==> config.mk <==
export PLATFORM = sky130hd
export DESIGN_NAME = wb_commit_stage
export DESIGN_NICKNAME = d
export VERILOG_FILES = /design/src/rtl/wb_pkg.sv /design/src/rtl/wb_load_align.sv /design/src/rtl/wb_commit_stage.sv
export SDC_FILE = /design/constraint.sdc
export NUM_CORES = 1
export LEC_CHECK = 0
export CAP_MARGIN = 40
export CORE_AREA = 2 2 98 100
export DETAILED_ROUTE_END_ITERATION = 10
export DIE_AREA = 0 0 100 102
export PLACE_DENSITY = 0.82
export REMOVE_ABC_BUFFERS = 1
export SLEW_MARGIN = 40
export SYNTH_ARGS = -nofsm -noshare
export SYNTH_HDL_FRONTEND = slang
export SYNTH_HIERARCHICAL = 1
export SYNTH_SLANG_ARGS = --single-unit
==> constraint.sdc <==
create_clock -name clk -period 2.55 [get_ports clk]
set_input_delay 0.51 -clock clk [delete_from_list [all_inputs] [get_ports clk]]
set_output_delay 0.51 -clock clk [all_outputs]
set_load 0.005 [all_outputs]
==> src/rtl/wb_pkg.sv <==
// Shared encodings and state type for the writeback stage.
// Latency: n/a (declarations only).
// Backpressure: n/a.
package wb_pkg;

    // Writeback source select
    localparam logic [1:0] WB_SEL_ALU  = 2'b00;
    localparam logic [1:0] WB_SEL_MEM  = 2'b01;
    localparam logic [1:0] WB_SEL_LINK = 2'b10;

    // Load width / extension select
    localparam logic [2:0] MOP_WORD = 3'b000;
    localparam logic [2:0] MOP_LB   = 3'b001;
    localparam logic [2:0] MOP_LBU  = 3'b010;
    localparam logic [2:0] MOP_LH   = 3'b011;
    localparam logic [2:0] MOP_LHU  = 3'b100;

    typedef enum logic [1:0] {
        EMPTY    = 2'd0,
        WAIT_MEM = 2'd1,
        COMMIT   = 2'd2,
        DRAIN    = 2'd3
    } wb_state_t;

endpackage

==> src/rtl/wb_load_align.sv <==
// Extracts a byte/halfword from the raw load word (little-endian) and extends it to XLEN.
// Latency: purely combinational.
// Backpressure: none; output follows inputs.
module wb_load_align
    import wb_pkg::*;
#(
    parameter int XLEN  = 32,
    parameter int OFF_W = $clog2(XLEN / 8)
) (
    input  logic [XLEN-1:0]  rdata,
    input  logic [2:0]       memOp,
    input  logic [OFF_W-1:0] byteOff,
    output logic [XLEN-1:0]  result
);

    logic [OFF_W-1:0] halfOff;
    logic [7:0]       byteVal;
    logic [15:0]      halfVal;

    // Pick the addressed lane, then sign- or zero-extend by op; halfword ignores offset bit 0
    always_comb begin
        halfOff = byteOff & ~OFF_W'(1);
        byteVal = rdata[8*byteOff +: 8];
        halfVal = rdata[8*halfOff +: 16];
        case (memOp)
            MOP_LB:  result = {{(XLEN-8){byteVal[7]}}, byteVal};
            MOP_LBU: result = {{(XLEN-8){1'b0}}, byteVal};
            MOP_LH:  result = {{(XLEN-16){halfVal[15]}}, halfVal};
            MOP_LHU: result = {{(XLEN-16){1'b0}}, halfVal};
            default: result = rdata;
        endcase
    end

endmodule

==> src/rtl/wb_commit_stage.sv <==
// Writeback stage: MEM/WB register, load wait/align, regfile write and forwarding bus. Optional retire counter under WB_PERF_CNT_EN.
// Latency: non-load commits 1 cycle after capture; load commits 1 cycle after mem_rvalid (min 2).
// Backpressure: in_ready low while waiting for or draining load data; one instruction per cycle otherwise.
module wb_commit_stage
    import wb_pkg::*;
#(
    parameter int XLEN   = 32,
    parameter int REG_AW = 5,
    parameter int CNT_W  = 32
) (
    input  logic                         clk,
    input  logic                         rst_n,
    input  logic                         flush,
    input  logic                         in_valid,
    output logic                         in_ready,
    input  logic [1:0]                   in_wb_sel,
    input  logic                         in_reg_we,
    input  logic [REG_AW-1:0]            in_reg_addr,
    input  logic [XLEN-1:0]              in_alu_result,
    input  logic [XLEN-1:0]              in_link_addr,
    input  logic [2:0]                   in_mem_op,
    input  logic [$clog2(XLEN/8)-1:0]    in_byte_off,
    input  logic                         mem_rvalid,
    input  logic [XLEN-1:0]              mem_rdata,
    output logic                         rf_we,
    output logic [REG_AW-1:0]            rf_waddr,
    output logic [XLEN-1:0]              rf_wdata,
    output logic                         fwd_pending,
    output logic                         fwd_valid,
    output logic [REG_AW-1:0]            fwd_addr,
    output logic [XLEN-1:0]              fwd_data,
    output logic                         retire
`ifdef WB_PERF_CNT_EN
    ,
    output logic [CNT_W-1:0]             perf_retired
`endif
);

    localparam int OFF_W = $clog2(XLEN / 8);

    if (XLEN != 32 && XLEN != 64) begin : gBadXlen
        $error("wb_commit_stage: XLEN must be 32 or 64");
    end
    if (CNT_W < 1) begin : gBadCnt
        $error("wb_commit_stage: CNT_W must be at least 1");
    end

    wb_state_t         state, nextState;
    logic              capture, loadLatch, destLive;
    logic              stgWe;
    logic [REG_AW-1:0] stgAddr;
    logic [2:0]        stgOp;
    logic [OFF_W-1:0]  stgOff;
    logic [XLEN-1:0]   stgData;
    logic [XLEN-1:0]   alignedData;

    wb_load_align #(.XLEN(XLEN), .OFF_W(OFF_W)) uAlign (
        .rdata   (mem_rdata),
        .memOp   (stgOp),
        .byteOff (stgOff),
        .result  (alignedData)
    );

    // State register
    always_ff @(posedge clk or negedge rst_n) begin
        if (!rst_n) state <= EMPTY;
        else        state <= nextState;
    end

    // Next state and all stage outputs; flush wins over a new capture
    always_comb begin
        nextState   = state;
        in_ready    = (state == EMPTY) || (state == COMMIT);
        capture     = in_valid && in_ready && !flush;
        loadLatch   = 1'b0;
        destLive    = stgWe && (stgAddr != '0);
        rf_we       = 1'b0;
        retire      = 1'b0;
        fwd_pending = 1'b0;
        case (state)
            EMPTY, COMMIT: begin
                if (capture) nextState = (in_wb_sel == WB_SEL_MEM) ? WAIT_MEM : COMMIT;
                else         nextState = EMPTY;
            end
            WAIT_MEM: begin
                fwd_pending = destLive;
                if (flush)           nextState = mem_rvalid ? EMPTY : DRAIN;
                else if (mem_rvalid) begin
                    nextState = COMMIT;
                    loadLatch = 1'b1;
                end
            end
            DRAIN: begin
                if (mem_rvalid) nextState = EMPTY;
            end
            default: nextState = EMPTY;
        endcase
        if (state == COMMIT) begin
            retire = 1'b1;
            rf_we  = destLive;
        end
        fwd_valid = rf_we;
        rf_waddr  = stgAddr;
        rf_wdata  = stgData;
        fwd_addr  = stgAddr;
        fwd_data  = stgData;
    end

    // MEM/WB stage register; data slot is later overwritten by the aligned load word
    always_ff @(posedge clk or negedge rst_n) begin
        if (!rst_n) begin
            stgWe   <= 1'b0;
            stgAddr <= '0;
            stgOp   <= MOP_WORD;
            stgOff  <= '0;
            stgData <= '0;
        end else if (capture) begin
            stgWe   <= in_reg_we;
            stgAddr <= in_reg_addr;
            stgOp   <= in_mem_op;
            stgOff  <= in_byte_off;
            stgData <= (in_wb_sel == WB_SEL_LINK) ? in_link_addr : in_alu_result;
        end else if (loadLatch) begin
            stgData <= alignedData;
        end
    end

`ifdef WB_PERF_CNT_EN
    // Retired-instruction counter, wraps naturally
    always_ff @(posedge clk or negedge rst_n) begin
        if (!rst_n)      perf_retired <= '0;
        else if (retire) perf_retired <= perf_retired + CNT_W'(1);
    end
`endif

endmodule

# [Word-level counts from Yosys, hierarchy flattened]
# Cells that the tools add are included.
[totals] ff_bits=45 latchBits=0 mem_bits_rw=0 mem_bits_ro=0 inputBits=114 out_inout_bits=79 word_cells=46 n_memories=0
[classes] n_addsub=0 mul=0 div_mod_pow=0 n_lt_le_gt_ge=0 n_eq_ne=11 shifts=2 muxes=17 bitwise=0 reduce_logical=10
[ops] cell="$pmux W32 S4" count=1
[ops] cell="$mux W32" count=3
[ops] cell="$shiftx A32 B6 Y16" count=1
[ops] cell="$shiftx A32 B6 Y8" count=1
[ops] cell="$mux W2" count=6
[ops] cell="$eq A2 B2 Y1 const B" count=3
[ops] cell="$eq A3 B2 Y1 const B" count=2
[ops] cell="$mux W1" count=6
[ops] cell="$pmux W2 S3" count=1
[ops] cell="$reduce_bool A5 Y1" count=1
[ops] cell="$eq A2 B1 Y1 const B" count=2
[ops] cell="$eq A3 B1 Y1 const B" count=1
[ops] cell="$eq A3 B3 Y1 const B" count=1
[ops] cell="$logic_and A1 B1 Y1" count=3
[ops] cell="$ne A3 B3 Y1 const B" count=1
[ops] cell="$logic_not A2 Y1" count=1
[ops] cell="$ne A2 B2 Y1 const B" count=1
[ops] cell="$reduce_and A2 Y1" count=1
[ops] cell="$reduce_bool A2 Y1" count=1
[ops] cell="$reduce_or A2 Y1" count=1
[ops] cell="$logic_not A1 Y1" count=1
[ops] cell="$logic_or A1 B1 Y1" count=1

# [Longest topological paths before layout]
# Gate-level depths: netlist of the first run.
[logic_depth] word_depth=6 ltp_mapped=9 ltp_nobuf=6

# [Cells and area by module]
# The synthesis of the first run kept the hierarchy.
[by_module_without_submodules] mod="wb_commit_stage" n_inst=1 cells_per_inst=255 area_per_inst_um2=2651.3 seq_area_each_um2=1126.1
[by_module_without_submodules] mod="wb_load_align" n_inst=1 cells_per_inst=123 area_per_inst_um2=918.4 seq_area_each_um2=0.0

# [Worst setup path before layout of the first run]
# Ideal clock, no wire load.
[synth_path] path_type="input to register" startpoint="input port mem_rdata[15]" endpoint="register stgData[11], in the netlist fwd_data[11]" setup_time_ps=123 arrival_ps=1794 setup_slack_ps=633 path_stages=6 n_path_buf=0 path_cell_list="mux2_2 a221oi_2 a211oi_1 a221o_1 nand2b_1 o221a_2"
[synth_via] elab_chain_len=4
[synth_lines] item="start, declared" line="wb_commit_stage.sv:24" source="input logic [XLEN-1:0] mem_rdata,"
[synth_lines] item="$shiftx A32 B6 Y8" line="wb_load_align.sv:23" source="byteVal = rdata[8*byteOff +: 8];"
[synth_lines] item="$pmux W32 S4" line="wb_load_align.sv:25" source="case (memOp)"
[synth_lines] item="named net alignedData[11]" line="wb_commit_stage.sv:55" source="logic [XLEN-1:0] alignedData;"
[synth_lines] item="$mux W32" line="wb_commit_stage.sv:123" source="end else if (loadLatch) begin"
[synth_lines] item="$mux W32" line="wb_commit_stage.sv:117" source="end else if (capture) begin"
[synth_lines] item="end signal, assigned" line="wb_commit_stage.sv:122" source="stgData <= (in_wb_sel == WB_SEL_LINK) ? in_link_addr : in_alu_result;"
[synth_lines] item="end signal, assigned" line="wb_commit_stage.sv:124" source="stgData <= alignedData;"
[synth_lines] item="end, declared" line="wb_commit_stage.sv:54" source="logic [XLEN-1:0] stgData;"
# The timed path passes the listed nets, and every way through them passes these cells. The select of a mux whose other input is x is not followed.
# A chain may end at the register's enable or synchronous reset.

# [Worst setup path after layout of the first run]
[layout_path] startpoint="register stgAddr[0], in the netlist fwd_addr[0]" endpoint="output port fwd_pending"
[layout_via] elab_chain_len=3
[layout_lines] item="start, declared" line="wb_commit_stage.sv:51" source="logic [REG_AW-1:0] stgAddr;"
[layout_lines] item="start signal, assigned" line="wb_commit_stage.sv:119" source="stgAddr <= in_reg_addr;"
[layout_lines] item="$reduce_bool A5 Y1" line="wb_commit_stage.sv:76" source="destLive = stgWe && (stgAddr != '0);"
[layout_lines] item="$logic_and A1 B1 Y1" line="wb_commit_stage.sv:76"
[layout_lines] item="$mux W1" line="wb_commit_stage.sv:80" source="case (state)"
[layout_lines] item="end, declared" line="wb_commit_stage.sv:28" source="output logic fwd_pending,"
# Every way passes these cells.

==> impl_metrics.json, run 1 <==
{
  "outcome": "complete, no violations",
  "avgSynthCellArea_sq_um": 9.44,
  "tightest_slew_ns": 0.695,
  "final_nets": 642,
  "yosys.area.top_type": "dfrtp_1",
  "drv_slew": 0,
  "final_common_cell": "clkdlybuf4s50_1",
  "crit_type": "flip-flop to output pin",
  "grt_pass1_wl_mm": 18.5,
  "antenna_found_initial": 0,
  "place_congestion": 0.817,
  "min_path_type": "primary input to async pin",
  "layout-drive-gt1-share": 0.0983,
  "rows": 35,
  "ys.warnings.count": 6,
  "crit_path_start_kind": "flip-flop",
  "crit_family": "simple AND/OR/NAND/NOR gates",
  "relSlewSlack": 0.536,
  "tns_ns": 0,
  "htreeDepth": 2,
  "dr.pass1.iters": 4,
  "fin_util": 0.599,
  "wire_per_inst_um": 18.1,
  "coreArea_sq_um": 9110,
  "initial_core_util": 0.392,
  "grt_overflow": 0,
  "cellLeakagePower_uw": 0.00235,
  "post-route-period-util": 0.965,
  "ys_async_sr_fraction": 1.00,
  "fin_crit_ns": 2.46,
  "finalHoldViolCount": 0,
  "critPathRequiredTime_ns": 2.04,
  "synth-seq-cells": 45,
  "clkTransAtPathRegs_ns": 0.09,
  "grt_pass1_vias": 3615,
  "drc": 0,
  "p_per_area_nw_per_um2": 561,
  "grt_max_degree": 33,
  "cts_tree": "built",
  "cts.sinks": 45,
  "cp_slowest_cell": "or4_1",
  "clock_latency_ns": 0.30,
  "drt_wl_total_mm": 11.6,
  "cts_buffers": 5,
  "area_growth_syn_to_layout_pct": 52.9,
  "final_cell_mix": "189 x clkdlybuf4s50_1, 45 x mux2i_1, 45 x dfrtp_1",
  "viasPerCell": 5.35,
  "setup_viol": 0,
  "crit_chain": "or4_1 > o21ai_2 > nor3_1 > clkdlybuf4s50_1",
  "die_w_um": 100,
  "ir_worst_vdd_v": 0.000301,
  "yosysTopAreaCellShare": 0.315,
  "synthCells": 378,
  "finalPower_uw": 3060,
  "die_area_sq_um": 10200,
  "drtIter0Drc": 142,
  "ys_seq_area_frac": 0.315,
  "yosysUniqueCellTypes": 45,
  "clock_path_buffers": 2,
  "place_hpwl_mm": 8.98,
  "end_kind": "output pin",
  "cap_viol_max_count": 0,
  "grt_usage": 0.228,
  "synthFlopType": "dfrtp_1",
  "antennaDiodeCount": 0,
  "synth_area_sq_um": 3570,
  "io_buffer_count": 192,
  "synth_edf_count": 0,
  "ant_nets": 0,
  "arrival_ns": 1.95,
  "synthTopCellsByArea": "dfrtp_1 32%, mux2i_1 13%, o221ai_1 9.3%",
  "critPathMaxFanout": 4,
  "pin_count": 193,
  "crit_buf_inv": 1,
  "skew_ns": 0.00402,
  "max_clock_freq_ghz": 0.406,
  "cts-root-buf": "clkbuf_8",
  "die_y_um": 102,
  "vias": 3426,
  "cp_slowest_stage_delay_ns": 0.56
}
-- flip-flops by register name, indices dropped and copies added, names as in the netlist --
| register | cells |
|---|---|
| fwd_addr | 5 |
| state | 2 |
| stgOp | 3 |
| fwd_data | 32 |
| stgOff | 2 |
| stgWe | 1 |
-- per-stage QoR --
stage / cell area [sq um] / hold slack [ns] / setup WS [ns] / instances
2_1_floorplan: 3100 / 0.214 / -0.828 / 312
3_3_place_gp: 5320 / 0.491 / 0.144 / 632
3_5_place_dp: 5330 / 0.521 / 0.0560 / 632
4_1_cts: 5450 / 0.228 / 0.0310 / 640
5_1_grt: 5460 / 0.235 / -0.0100 / 640
6_report: 5460 / 0.196 / 0.0886 / 640
-- final timing paths --
| path | slack (ns) | to | cells past startpoint | start |
|---|---|---|---|---|
| worst max-delay path | 0.09 | fwd_pending | 4 | fwd_addr[0]$_DFFE_PN0P_ |
| worst min-delay path | 0.20 | fwd_data[1]$_DFFE_PN0P_ | 1 | rst_n |
| worst min register to register | 0.57 | stgWe$_DFFE_PN0P_ | 1 | stgWe$_DFFE_PN0P_ |
| min in group clk | 0.57 | stgWe$_DFFE_PN0P_ | 1 | stgWe$_DFFE_PN0P_ |
| max in group asynchronous | 1.66 | fwd_addr[4]$_DFFE_PN0P_ | 2 | rst_n |
| worst max register to register | 0.55 | fwd_data[28]$_DFFE_PN0P_ | 6 | stgOff[1]$_DFFE_PN0P_ |
-- report_power, final --
part	switching [uW]	internal, uW
Combinational	587	919
Clock	257	319
Sequential	135	843
Total	979	2080
-- cell type report --
cell class,count,area [sq um]
Clock buffer,6,82.6
Clock inverter,2,37.5
Fill cell,803,3650
Inverter,34,128
Multi-Input combinational cell,233,1880
Sequential cell,45,1130
Tap cell,111,139
Timing Repair Buffer,209,2060
-- cells in the mapped netlist, drive strengths merged, types with 3 or more instances --
cell type and n:
a221o 7, o21ai 9, a21o 16, inv 34
nand2b 12, nor2b 5, o221ai 38, clkbuf 6
nand2 41, buf 60, a21oi 3, dfrtp 45
o21a 7, nor2 3, a211oi 7, mux2i 45
mux2 15
-- routing by layer --
| metal | track usage | vias to the layer above | share of wire |
|---|---|---|---|
| met4 | 0.0527 | 0 | 0.014 |
| li1 | - | 1627 | - |
| met5 | 0 | - | 0 |
| met1 | 0.274 | 1634 | 0.40 |
| met3 | 0.0404 | 13 | 0.062 |
| met2 | 0.424 | 152 | 0.52 |
-- worst reg2reg max path: stages, from the launching register on --
cell      delay, ns
dfrtp_1        0.44
mux4_2         0.55
and3b_1        0.22
a31o_4         0.30
a21o_1         0.19
nand2_1        0.05
o221ai_1       0.11
-- repair_timing --
action                                  4_1_cts  5_1_grt
endpoints found under the setup margin        3        3
resized for setup                             1        3
hold buffers                                  0        0
buffers inserted                              0        0
-- kinds of logic (layout without fill, tap and decap cells) --
| family | Yosys count | count (layout) | synth area share |
|---|---|---|---|
| buf+inv | 100 | 251 | 0.169 |
| compound gates | 94 | 94 | 0.215 |
| simple gates | 75 | 75 | 0.106 |
| mux | 61 | 61 | 0.187 |
| flops | 45 | 45 | 0.315 |
| xor+xnor | 2 | 2 | 0.00491 |
| fa+ha+maj | 1 | 1 | 0.00280 |
No activity file was read; power rests on OpenSTA's default activity.
==> inputs of run 2 (changes only) <==
--- a/config.mk
+++ b/config.mk
@@ -6,12 +6,12 @@
 export NUM_CORES = 1
 export LEC_CHECK = 0
 export CAP_MARGIN = 40
-export CORE_AREA = 2 2 98 100
+export CORE_AREA = 2 2 70 139
 export DETAILED_ROUTE_END_ITERATION = 10
-export DIE_AREA = 0 0 100 102
+export DIE_AREA = 0 0 72 141
 export PLACE_DENSITY = 0.82
 export REMOVE_ABC_BUFFERS = 1
-export SLEW_MARGIN = 40
+export SLEW_MARGIN = 25
 export SYNTH_ARGS = -nofsm -noshare
 export SYNTH_HDL_FRONTEND = slang
 export SYNTH_HIERARCHICAL = 1
==> impl_metrics.json, run 2 (synthesis results as in run 1) <==
{
  "viasPerCell": 5.41,
  "largest_register_ffs": 32,
  "finalHoldViolCount": 0,
  "drv_slew": 0,
  "dr.pass1.iters": 4,
  "layout-drive-gt1-share": 0.0966,
  "die_area_sq_um": 10200,
  "die_w_um": 72,
  "cts-resized-gates": 1,
  "cts_tree": "built",
  "fin_crit_ns": 2.47,
  "wl_met1_mm": 4.14,
  "crit_path_start_kind": "flip-flop",
  "cts.sinks": 45,
  "clock_path_buffers": 2,
  "cts-root-buf": "clkbuf_16",
  "end_kind": "output pin",
  "arrival_ns": 1.96,
  "met3_length_mm": 1.21,
  "p_per_area_nw_per_um2": 586,
  "place_hpwl_mm": 8.95,
  "place_congestion": 0.930,
  "drtIter0Drc": 110,
  "cts_hold_buf": 0,
  "cts_buffers": 5,
  "cellLeakagePower_uw": 0.00236,
  "grt_pass1_wl_mm": 17.5,
  "clkTransAtPathRegs_ns": 0.07,
  "grt_pass1_vias": 3383,
  "critPathMaxFanout": 4,
  "setup_viol": 0,
  "routed-wl-met2_mm": 5.47,
  "pin_count": 193,
  "drt_wl_total_mm": 11.1,
  "cts_setup_buffers": 0,
  "outcome": "complete, no violations",
  "tns_ns": 0,
  "critPathRequiredTime_ns": 2.04,
  "wire_per_inst_um": 17.6,
  "htreeDepth": 2,
  "initial_core_util": 0.388,
  "fin_util": 0.598,
  "antenna_found_initial": 0,
  "antennaDiodeCount": 0,
  "coreArea_sq_um": 9200,
  "tightest_slew_ns": 0.544,
  "post-route-period-util": 0.968,
  "clock_latency_ns": 0.29,
  "area_growth_syn_to_layout_pct": 53.9,
  "final_common_cell": "clkdlybuf4s50_1",
  "grt_overflow": 0,
  "rows": 50,
  "grt_max_degree": 33,
  "skew_ns": 0.00853,
  "vias": 3421,
  "setup_ws_ns": 0.0820,
  "ant_nets": 0,
  "grt_usage": 0.222,
  "design_area_sq_um": 5500,
  "ir_worst_vdd_v": 0.000322,
  "rsz0062_at_grt": "false",
  "placed_cell_area_sq_um": 5310,
  "final_cell_mix": "190 x clkdlybuf4s50_1, 45 x mux2i_1, 45 x dfrtp_1",
  "io_buffer_count": 192,
  "top_layer_used": "met4",
  "final_nets": 641,
  "cap_viol_max_count": 0,
  "min_path_type": "primary input to async pin",
  "drc": 0,
  "crit_type": "flip-flop to output pin",
  "pre_cts_ws_ns": 0.0755,
  "relSlewSlack": 0.635,
  "max_clock_freq_ghz": 0.405,
  "die_y_um": 141
}
==> run 2: final timing paths <==
kind                                            end  cells past startpoint  slack, ns                     from
setup / recovery                          fwd_valid                      4       0.08  fwd_addr[0]$_DFFE_PN0P_
hold / removal                 stgOp[2]$_DFFE_PN0P_                      1       0.15                    rst_n
setup reg to reg           fwd_data[23]$_DFFE_PN0P_                      6       0.49    stgOff[1]$_DFFE_PN0P_
hold reg to reg                   stgWe$_DFFE_PN0P_                      1       0.54        stgWe$_DFFE_PN0P_
max in group asynchronous  fwd_data[18]$_DFFE_PN0P_                      2       1.66                    rst_n
min in group clk                  stgWe$_DFFE_PN0P_                      1       0.54        stgWe$_DFFE_PN0P_
==> run 2: area by class of cell <==
class	count	area, sq um
fillers	809	3700
multi-input cells	233	1860
flip-flops and latches	45	1130
inverters	34	128
clock buffers	6	139
well taps	104	130
repair buffers	208	2070
clock inverters	2	37.5
==> run 2: where the power goes <==
group,switching [uW],internal [uW]
Combinational,546,919
Sequential,149,844
Clock,274,489
==> run 2: per-stage QoR <==
stage / instances / hold WS, ns / power, uW
3_5_place_dp: 624 / 0.485 / 2480
4_1_cts: 632 / 0.166 / 3250
3_3_place_gp: 623 / 0.465 / 2430
5_1_grt: 632 / 0.181 / 3400
6_report: 632 / 0.154 / 3220
2_1_floorplan: 312 / 0.214 / 1600
==> run 2: critical path, cell delays in order, from the launching register on <==
cell	delay, ns
dfrtp_1	0.41
or4_1	0.55
o21ai_2	0.17
nor3b_1	0.09
clkdlybuf4s50_1	0.46
==> run 2: metal layers <==
| metal | vias to the layer above | GRT usage |
|---|---|---|
| met2 | 215 | 0.383 |
| li1 | 1624 | - |
| met4 | 0 | 0.0884 |
| met1 | 1567 | 0.252 |
| met5 | - | 0 |
| met3 | 15 | 0.0629 |
